### src/rtl/data_mem_controller.sv
// Data memory sequencer: one load/store at a time, sub-word stores
// done as read-modify-write against a word-only, 1-cycle-read memory.
module data_mem_controller #(
    parameter int ADDR_BITS = 16,
    parameter int WORD_LEN  = 32
) (
    input  logic                clock,
    input  logic                reset,
    input  logic                req_valid,
    output logic                req_ready,
    input  logic                req_wen,
    input  logic [2:0]          req_funct3,
    input  logic [WORD_LEN-1:0] req_addr,
    input  logic [WORD_LEN-1:0] req_wdata,
    output logic                resp_valid,
    output logic [WORD_LEN-1:0] resp_rdata,
    output logic                resp_error,
    output logic                mem_en,
    output logic                mem_wen,
    output logic [WORD_LEN-1:0] mem_addr,
    output logic [WORD_LEN-1:0] mem_wdata,
    input  logic [WORD_LEN-1:0] mem_rdata
);

    typedef enum logic [2:0] {
        S_IDLE,
        S_ERR,
        S_RD_ISSUE,
        S_RD_DATA,
        S_WR_ISSUE,
        S_DONE
    } state_t;

    state_t              state_q, state_d;
    logic                wen_q;
    logic [2:0]          f3_q;
    logic [WORD_LEN-1:0] addr_q;
    logic [WORD_LEN-1:0] data_q, data_d;
    logic                resp_valid_q;
    logic                resp_error_q;
    logic [WORD_LEN-1:0] resp_rdata_q;

    logic                accept;
    logic                req_err;
    logic                f3_ok;
    logic                misal;
    logic                oor;
    logic [7:0]          lane_b;
    logic [15:0]         lane_h;
    logic [WORD_LEN-1:0] load_val;
    logic [WORD_LEN-1:0] merged;

    assign accept = req_valid && req_ready;

    // Classify the incoming request before it is accepted
    always_comb begin
        f3_ok = 1'b0;
        case (req_funct3)
            3'b000, 3'b001, 3'b010: f3_ok = 1'b1;
            3'b100, 3'b101:         f3_ok = !req_wen;
            default:                f3_ok = 1'b0;
        endcase
        misal = ((req_funct3[1:0] == 2'b01) && req_addr[0])
             || ((req_funct3[1:0] == 2'b10) && (req_addr[1:0] != 2'b00));
        oor     = (req_addr >> ADDR_BITS) != '0;
        req_err = !f3_ok || misal || oor;
    end

    // Lane extraction for loads and lane merge for sub-word stores
    always_comb begin
        case (addr_q[1:0])
            2'd0:    lane_b = mem_rdata[7:0];
            2'd1:    lane_b = mem_rdata[15:8];
            2'd2:    lane_b = mem_rdata[23:16];
            default: lane_b = mem_rdata[31:24];
        endcase
        lane_h = addr_q[1] ? mem_rdata[31:16] : mem_rdata[15:0];
        case (f3_q)
            3'b000:  load_val = {{24{lane_b[7]}}, lane_b};
            3'b001:  load_val = {{16{lane_h[15]}}, lane_h};
            3'b100:  load_val = {24'd0, lane_b};
            3'b101:  load_val = {16'd0, lane_h};
            default: load_val = mem_rdata;
        endcase
        merged = mem_rdata;
        if (f3_q[0]) begin
            if (addr_q[1]) merged[31:16] = data_q[15:0];
            else           merged[15:0]  = data_q[15:0];
        end else begin
            case (addr_q[1:0])
                2'd0:    merged[7:0]   = data_q[7:0];
                2'd1:    merged[15:8]  = data_q[7:0];
                2'd2:    merged[23:16] = data_q[7:0];
                default: merged[31:24] = data_q[7:0];
            endcase
        end
    end

    // State register
    always_ff @(posedge clock) begin
        if (reset) state_q <= S_IDLE;
        else       state_q <= state_d;
    end

    // Next-state and working-data selection
    always_comb begin
        state_d = state_q;
        data_d  = data_q;
        unique case (state_q)
            S_IDLE: begin
                if (accept) begin
                    data_d = req_wdata;
                    if (req_err)
                        state_d = S_ERR;
                    else if (req_wen && (req_funct3 == 3'b010))
                        state_d = S_WR_ISSUE;
                    else
                        state_d = S_RD_ISSUE;
                end
            end
            S_ERR:      state_d = S_IDLE;
            S_RD_ISSUE: state_d = S_RD_DATA;
            S_RD_DATA: begin
                data_d  = wen_q ? merged : load_val;
                state_d = wen_q ? S_WR_ISSUE : S_DONE;
            end
            S_WR_ISSUE: state_d = S_DONE;
            S_DONE:     state_d = S_IDLE;
            default:    state_d = S_IDLE;
        endcase
    end

    // Outputs decoded from state and latched request
    always_comb begin
        req_ready = (state_q == S_IDLE) && !reset;
        mem_en    = (state_q == S_RD_ISSUE) || (state_q == S_WR_ISSUE);
        mem_wen   = (state_q == S_WR_ISSUE) && !reset;
        mem_addr  = mem_en ? {addr_q[WORD_LEN-1:2], 2'b00} : '0;
        mem_wdata = (state_q == S_WR_ISSUE) ? data_q : '0;
    end

    // Request latch, working word and response registers
    always_ff @(posedge clock) begin
        if (reset) begin
            wen_q        <= 1'b0;
            f3_q         <= 3'd0;
            addr_q       <= '0;
            data_q       <= '0;
            resp_valid_q <= 1'b0;
            resp_error_q <= 1'b0;
            resp_rdata_q <= '0;
        end else begin
            if (accept) begin
                wen_q  <= req_wen;
                f3_q   <= req_funct3;
                addr_q <= req_addr;
            end
            data_q       <= data_d;
            resp_valid_q <= (state_q == S_ERR) || (state_q == S_DONE);
            resp_error_q <= (state_q == S_ERR);
            resp_rdata_q <= ((state_q == S_DONE) && !wen_q) ? data_q : '0;
        end
    end

    assign resp_valid = resp_valid_q;
    assign resp_error = resp_error_q;
    assign resp_rdata = resp_rdata_q;

endmodule

### config.mk
export PLATFORM = sky130hd
export DESIGN_NAME = data_mem_controller
export DESIGN_NICKNAME = d
export VERILOG_FILES = /design/src/rtl/data_mem_controller.sv
export SDC_FILE = /design/constraint.sdc
export NUM_CORES = 1
export LEC_CHECK = 0
export CAP_MARGIN = 20
export CORE_ASPECT_RATIO = 1.75
export CORE_UTILIZATION = 47
export CTS_BUF_LIST = sky130_fd_sc_hd__clkbuf_8
export DETAILED_ROUTE_END_ITERATION = 6
export PLACE_DENSITY = 0.93
export SYNTH_ARGS = -nofsm -noshare
export SYNTH_HDL_FRONTEND = slang
export SYNTH_SLANG_ARGS = --single-unit
### constraint.sdc
create_clock -name clock -period 2 [get_ports clock]
set_input_delay 0.2 -clock clock [delete_from_list [all_inputs] [get_ports clock]]
set_output_delay 0.2 -clock clock [all_outputs]
set_load 0.01 [all_outputs]
== Yosys cells after proc, flatten, opt, wreduce, memory -nomap -nowiden ==
Index checks and enable logic that the tools add are counted.

* Mux-type cells: 21
* Equal/unequal tests: 19
* Bitwise gates (word level): 1
* Reduce and logical (&&, ||, !) cells: 30

{| class="wikitable"
|+ Operators with widths
! cell !! number
|-
| two-way mux 32 bit || 5
|-
| one-hot mux 32 bit (4 select lines) || 1
|-
| one-hot mux 32 bit (2 select lines) || 1
|-
| two-way mux 16 bit || 3
|-
| two-way mux 8 bit || 4
|-
| nonzero test 32 bit || 1
|-
| one-hot mux 8 bit (3 select lines) || 1
|-
| equality test 3 bit (second input constant) || 6
|-
| one-hot mux 3 bit (4 select lines) || 1
|-
| equality test 3 x 1 -> 1 bit (second input constant) || 3
|-
| equality test 3 x 2 -> 1 bit (second input constant) || 3
|-
| logical NOT 3 bit || 3
|-
| two-way mux 3 bit || 3
|-
| != test 4 bit (second input constant) || 2
|-
| logical AND 1 bit || 7
|-
| OR reduction 3 bit || 2
|-
| logical OR 1 bit || 5
|-
| equality test 2 x 1 -> 1 bit (second input constant) || 2
|-
| equality test 2 bit (second input constant) || 2
|-
| logical NOT 1 bit || 4
|-
| AND reduction 4 bit || 1
|-
| nonzero test 2 bit || 2
|-
| OR reduction 2 bit || 2
|-
| AND reduction 3 bit || 1
|-
| other kinds (6) || 6
|}

* Output and inout port bits: 101
* Flip-flop bits (word level): 105

== Longest topological paths before layout ==
* Word-level depth: 9
* Depth in mapped cells: 9

== Worst setup path after synthesis ==
Ideal clock, no wire load.

* Path kind: register -> register
* Start point: register addr_q[0]
* End point: register data_q[14]
* Slack: 0.264 ns
* Clock period less this slack: 1.736 ns
* Arrival time: 1.597 ns
* Stages on the path, launching flop included: 8
* Data required time: 1.861 ns
* Cell sequence: dfxtp_1 > buf_4 > nand2b_1 > buf_2 > nor2_2 > mux2_2 > a221oi_1 > a221oi_1

* Word-level cells in the longest chain between the ends: 5
* Elaborated cells on any way between the ends: 9
* Those cells by class: eq/ne: 2; mux: 6; reduce/logical: 1

{| class="wikitable"
|+ Ends and longest elaborated chain
! what !! line !! RTL
|-
| from (decl) || 37 || <nowiki>logic [WORD_LEN-1:0] addr_q;</nowiki>
|-
| from (signal assigned) || 156 || <nowiki>addr_q <= req_addr;</nowiki>
|-
| equality test 2 bit, or another cell as far along || 71 || <nowiki>case (addr_q[1:0])</nowiki>
|-
| one-hot mux 8 bit (3 select lines) or two-way mux 8 bit (tied branches) || 71, 90 ||
|-
| one-hot mux 32 bit (4 select lines) or two-way mux 32 bit (tied branches) || 78, 86 ||
|-
| two-way mux 32 bit (*) || 124 || <nowiki>data_d = wen_q ? merged : load_val;</nowiki>
|-
| one-hot mux 32 bit (2 select lines) (*) || 109 || <nowiki>unique case (state_q)</nowiki>
|-
| to (signal assigned) || 158 || <nowiki>data_q <= data_d;</nowiki>
|-
| to (decl) || 38 || <nowiki>logic [WORD_LEN-1:0] data_q, data_d;</nowiki>
|}

Mark *: on every way between the ends. The rest lies on a longest branch, timed or not.
A chain may end at the register's enable or synchronous reset.

== Worst setup path in the final report ==
* Start point: register state_q[1]
* End point: output mem_wdata[15]

* Word-level cells in the longest chain between the ends: 2

{| class="wikitable"
|+ Ends and longest elaborated chain
! what !! line !! RTL
|-
| from (decl) || 34 || <nowiki>state_t state_q, state_d;</nowiki>
|-
| from (signal assigned) || 102 || <nowiki>else state_q <= state_d;</nowiki>
|-
| equality test 3 bit || 139 || <nowiki>mem_wdata = (state_q == S_WR_ISSUE) ? data_q : '0;</nowiki>
|-
| two-way mux 32 bit || 139 ||
|-
| to (decl) || 21 || <nowiki>output logic [WORD_LEN-1:0] mem_wdata,</nowiki>
|}

No other way between the ends.

==> impl_metrics.env <==
export IMPL_finalPower_mw=4.544
export IMPL_cts_inserted_buffers=9
export IMPL_routabilityCongestion=0.9720
export IMPL_min_period_ns=1.961
export IMPL_layout_commonest_cell="nand2_1"
export IMPL_synth_top_area_share_pct=36.00
export IMPL_num_io_pins=204
export IMPL_gr_usage_all_layers_pct=32.21
export IMPL_worst_setup_ep_type="output port"
export IMPL_clock_fmax_ghz=0.5100
export IMPL_post_synth_mux_area_share_pct=3.107
export IMPL_p_leak_nw=3.731
export IMPL_clk_latency_ns=0.39
export IMPL_r2r_setup_slack_ns=0.10
export IMPL_drt_iter0_drc=626
export IMPL_worstPathRequired_ns=1.80
export IMPL_critical_path_endpoint="mem_wdata[15]"
export IMPL_globalRouteOverflowTotal=0
export IMPL_die_y_microns=149.5
export IMPL_worst_setup_path_startpoint="state_q[1]"
export IMPL_pwr_dens_nw_per_um2=545.2
export IMPL_yosys_most_used_dff="dfxtp_1"
export IMPL_die_x_microns=86.26
export IMPL_startpoint_type="register"
export IMPL_cts_htree_levels=3
export IMPL_layout_cells_non_filler=1116
export IMPL_cts_root_buf="clkbuf_8"
export IMPL_tritoncts_clock_tree="done"
export IMPL_synth_edf_count=0
export IMPL_cts_root_to_sink_buffers=2
export IMPL_cts_sinks=105
export IMPL_report_final_slew_viol_count=0
export IMPL_netlist_instances=751
export IMPL_portBuffers=201
export IMPL_synthTopCellsByArea="dfxtp_1, nand2_1, and2_1, nand3b_1, nor2_1"
export IMPL_route_detailed_wl_per_inst_microns=18.73
export IMPL_fill_cells=956
export IMPL_detailed_place_hpwl_microns=15120
export IMPL_power_switching_share_pct=30.79
export IMPL_synth_top_area_cell="dfxtp_1"
export IMPL_synth_adder_area_share_pct=0
export IMPL_post_synth_arst_share_pct=0
export IMPL_total_count_of_hold_check_failures_in_the_final_report=0
export IMPL_comb_power_share_pct=20.8
export IMPL_fin_skew_ns=0.01173
export IMPL_worst_hold_path_type="input port to register"
export IMPL_drtAntennaViolNets=0
export IMPL_r2r_start="f3_q[0]"
export IMPL_peakVddDrop_mv=0.4945
export IMPL_ff2ff_path_depth=5
export IMPL_routed_via_density=5.901
export IMPL_synth_area_per_cell_sq_um=7.775
export IMPL_synth_cell_type_count=51
export IMPL_power_share_sequential_pct=50.1
export IMPL_worst_r2r_endpoint="data_q[14]"
export IMPL_clk_pin_slew_worst_paths_ns=0.11
export IMPL_overall_routed_net_length_microns=20900
export IMPL_netlist_area_sq_um=5839
export IMPL_final_period_utilization_pct=98.04
export IMPL_critPathKind="register to output port"
export IMPL_yosys_warnings=0
export IMPL_pre_cts_slack_ns=-0.07386
export IMPL_largest_net_degree_at_the_start_of_global_routing=43
export IMPL_ys_ff_latch=105
export IMPL_initial_core_util_pct=48.38
export IMPL_combinational_family_with_the_most_area_after_synthesis="simple AND/OR/NAND/NOR gates"
export IMPL_antenna_cells_inserted=0
export IMPL_drv_cap=0
export IMPL_run_status="complete, no violations"
export IMPL_tightestPinTransition_ns=0.7141
export IMPL_timing_final_setup_violations=0
export IMPL_timing_max_slew_rel_slack_pct=52.34
export IMPL_power_report_internal_total_mw=3.145
export IMPL_rsz0062_at_grt="yes"
export IMPL_clock_power_share_pct=29.2
export IMPL_area_growth_synth_to_final_pct=42.75
export IMPL_synth_yosys_seq_area_share_pct=36.00
export IMPL_route_vias_total=6586
export IMPL_std_cell_rows=53
export IMPL_path_max_fanout=18
export IMPL_antenna_violations_before_repair=0
export IMPL_layout_cells_most_common_list="nand2_1, clkdlybuf4s50_1, dfxtp_1, nor2_1, and2_1"
export IMPL_nets=1049
export IMPL_vias_in_the_first_global_route=6311
export IMPL_timing_critical_path_arrival_ns=1.76
export IMPL_first_pass_iters=7
export IMPL_switching_power_mw=1.399
export IMPL_grt_first_pass_wirelength_microns=32150
export IMPL_yosys_area_share_simple_pct=31.24
export IMPL_synth_compound_area_share_pct=22.71
export IMPL_fp_coreArea_sq_um=12070
export IMPL_synth_xor_xnor_area_share_pct=0.1500
export IMPL_die_area_sq_um=12890
export IMPL_proportion_of_layout_cells_with_a_drive_suffix_above_1_pct=11.46
export IMPL_placedCellCount=1097
export IMPL_final_setup_worst_slack_ns=0.03920
export IMPL_drcViolationCount=0
-- flip-flops by register name, summed over array words and instances, names as in the netlist --
name	count
addr_q	32
data_q	32
f3_q	3
resp_error	1
resp_rdata	32
resp_valid	1
state_q	3
wen_q	1
-- metal layers --
metal	vias to the layer above	share of wire, %	track usage (%)
li1	3021	-	-
met1	2992	35	35.63
met2	460	49	54.09
met3	113	8.8	6.509
met4	0	6.2	23.33
met5	-	0	0
-- stage by stage --
step	utilization, %	TNS (ns)	instance area (sq um)	hold WS [ns]
finish	69.06	0	8335	0.3119
global route	69.06	-0.6509	8335	0.3243
CTS	68.90	0	8315	0.2914
detailed placement	67.46	-1.056	8142	0.4611
global placement	67.46	-0.2026	8142	0.4538
floorplan	-	0	5843	0.2990
-- worst min-delay path by stage --
stage / from / to / slack, ns / cells past startpoint
global route: reset / state_q[1] / 0.32 / 3
global placement: addr_q[5] / addr_q[5] / 0.45 / 2
detailed placement: addr_q[21] / addr_q[21] / 0.46 / 2
finish: reset / state_q[1] / 0.31 / 3
CTS: reset / state_q[1] / 0.29 / 3
floorplan: req_addr[0] / addr_q[0] / 0.30 / 2
-- power by group through the flow --
stage	Clock [mW]	Combinational (mW)	Sequential [mW]
after floorplan	0	0.497	2.28
after global placement	0	0.895	2.31
after detailed placement	0	0.911	2.32
after CTS	1.31	0.920	2.27
after global routing	1.42	1.01	2.29
final	1.32	0.945	2.28
-- area by class of cell --
type | count | area, sq um | share of cell area, %
Clock buffer | 10 | 137.6 | 1.651
Clock inverter | 6 | 50.05 | 0.6004
Inverter | 19 | 71.32 | 0.8556
Multi-Input combinational cell | 562 | 3372 | 40.45
Sequential cell | 105 | 2110 | 25.31
Tap cell | 165 | 206.4 | 2.477
Timing Repair Buffer | 249 | 2389 | 28.66
-- logic make-up (layout without fill, tap and decap cells) --
family | count (synthesis) | in the layout
muxes | 17 | 17
DFF | 105 | 105
other | 1 | 2
xor gates and xnor gates | 1 | 1
buffers and inverters | 85 | 284
and+or+nand+nor | 359 | 359
AOI/OAI and AO/OA | 183 | 183
-- synthesized netlist by cell type (2+ instances only) --
cell and instances:
nand2_1 136, dfxtp_1 105, nor2_1 66, and2_1 65, a21oi_1 40, clkbuf_1 36, nand3b_1 35, and3_1 24
o21ai_0 21, a221oi_1 18, inv_1 18, a31oi_1 17, buf_2 17, a211o_1 16, o211ai_1 15, a211oi_2 10
nor3_1 10, a21boi_0 9, mux2_2 9, mux2i_1 8, o221ai_1 7, a211oi_1 6, a22oi_1 6, buf_4 6
nor4_1 6, o2111ai_1 6, buf_6 4, a21o_1 3, buf_1 3, nand2b_1 3, nor2b_1 3, and3b_1 2
nand4_1 2, o31ai_1 2
-- worst max-delay path, stage by stage, from the launching register on --
cell and delay [ns]:
dfxtp_2 0.37, buf_4 0.17, nor2_8 0.14, nand2_1 0.07, buf_4 0.20, nor2_1 0.13, clkdlybuf4s15_1 0.26
-- repair_timing --
action | CTS | global route
gates resized for setup | 69 | 30
buffers inserted | 2 | 0
setup endpoints to repair | 88 | 69
hold buffers | 0 | 0
gates cloned | 1 | 0
pin swaps | 0 | 0
Power figures use the tool's default switching activity.
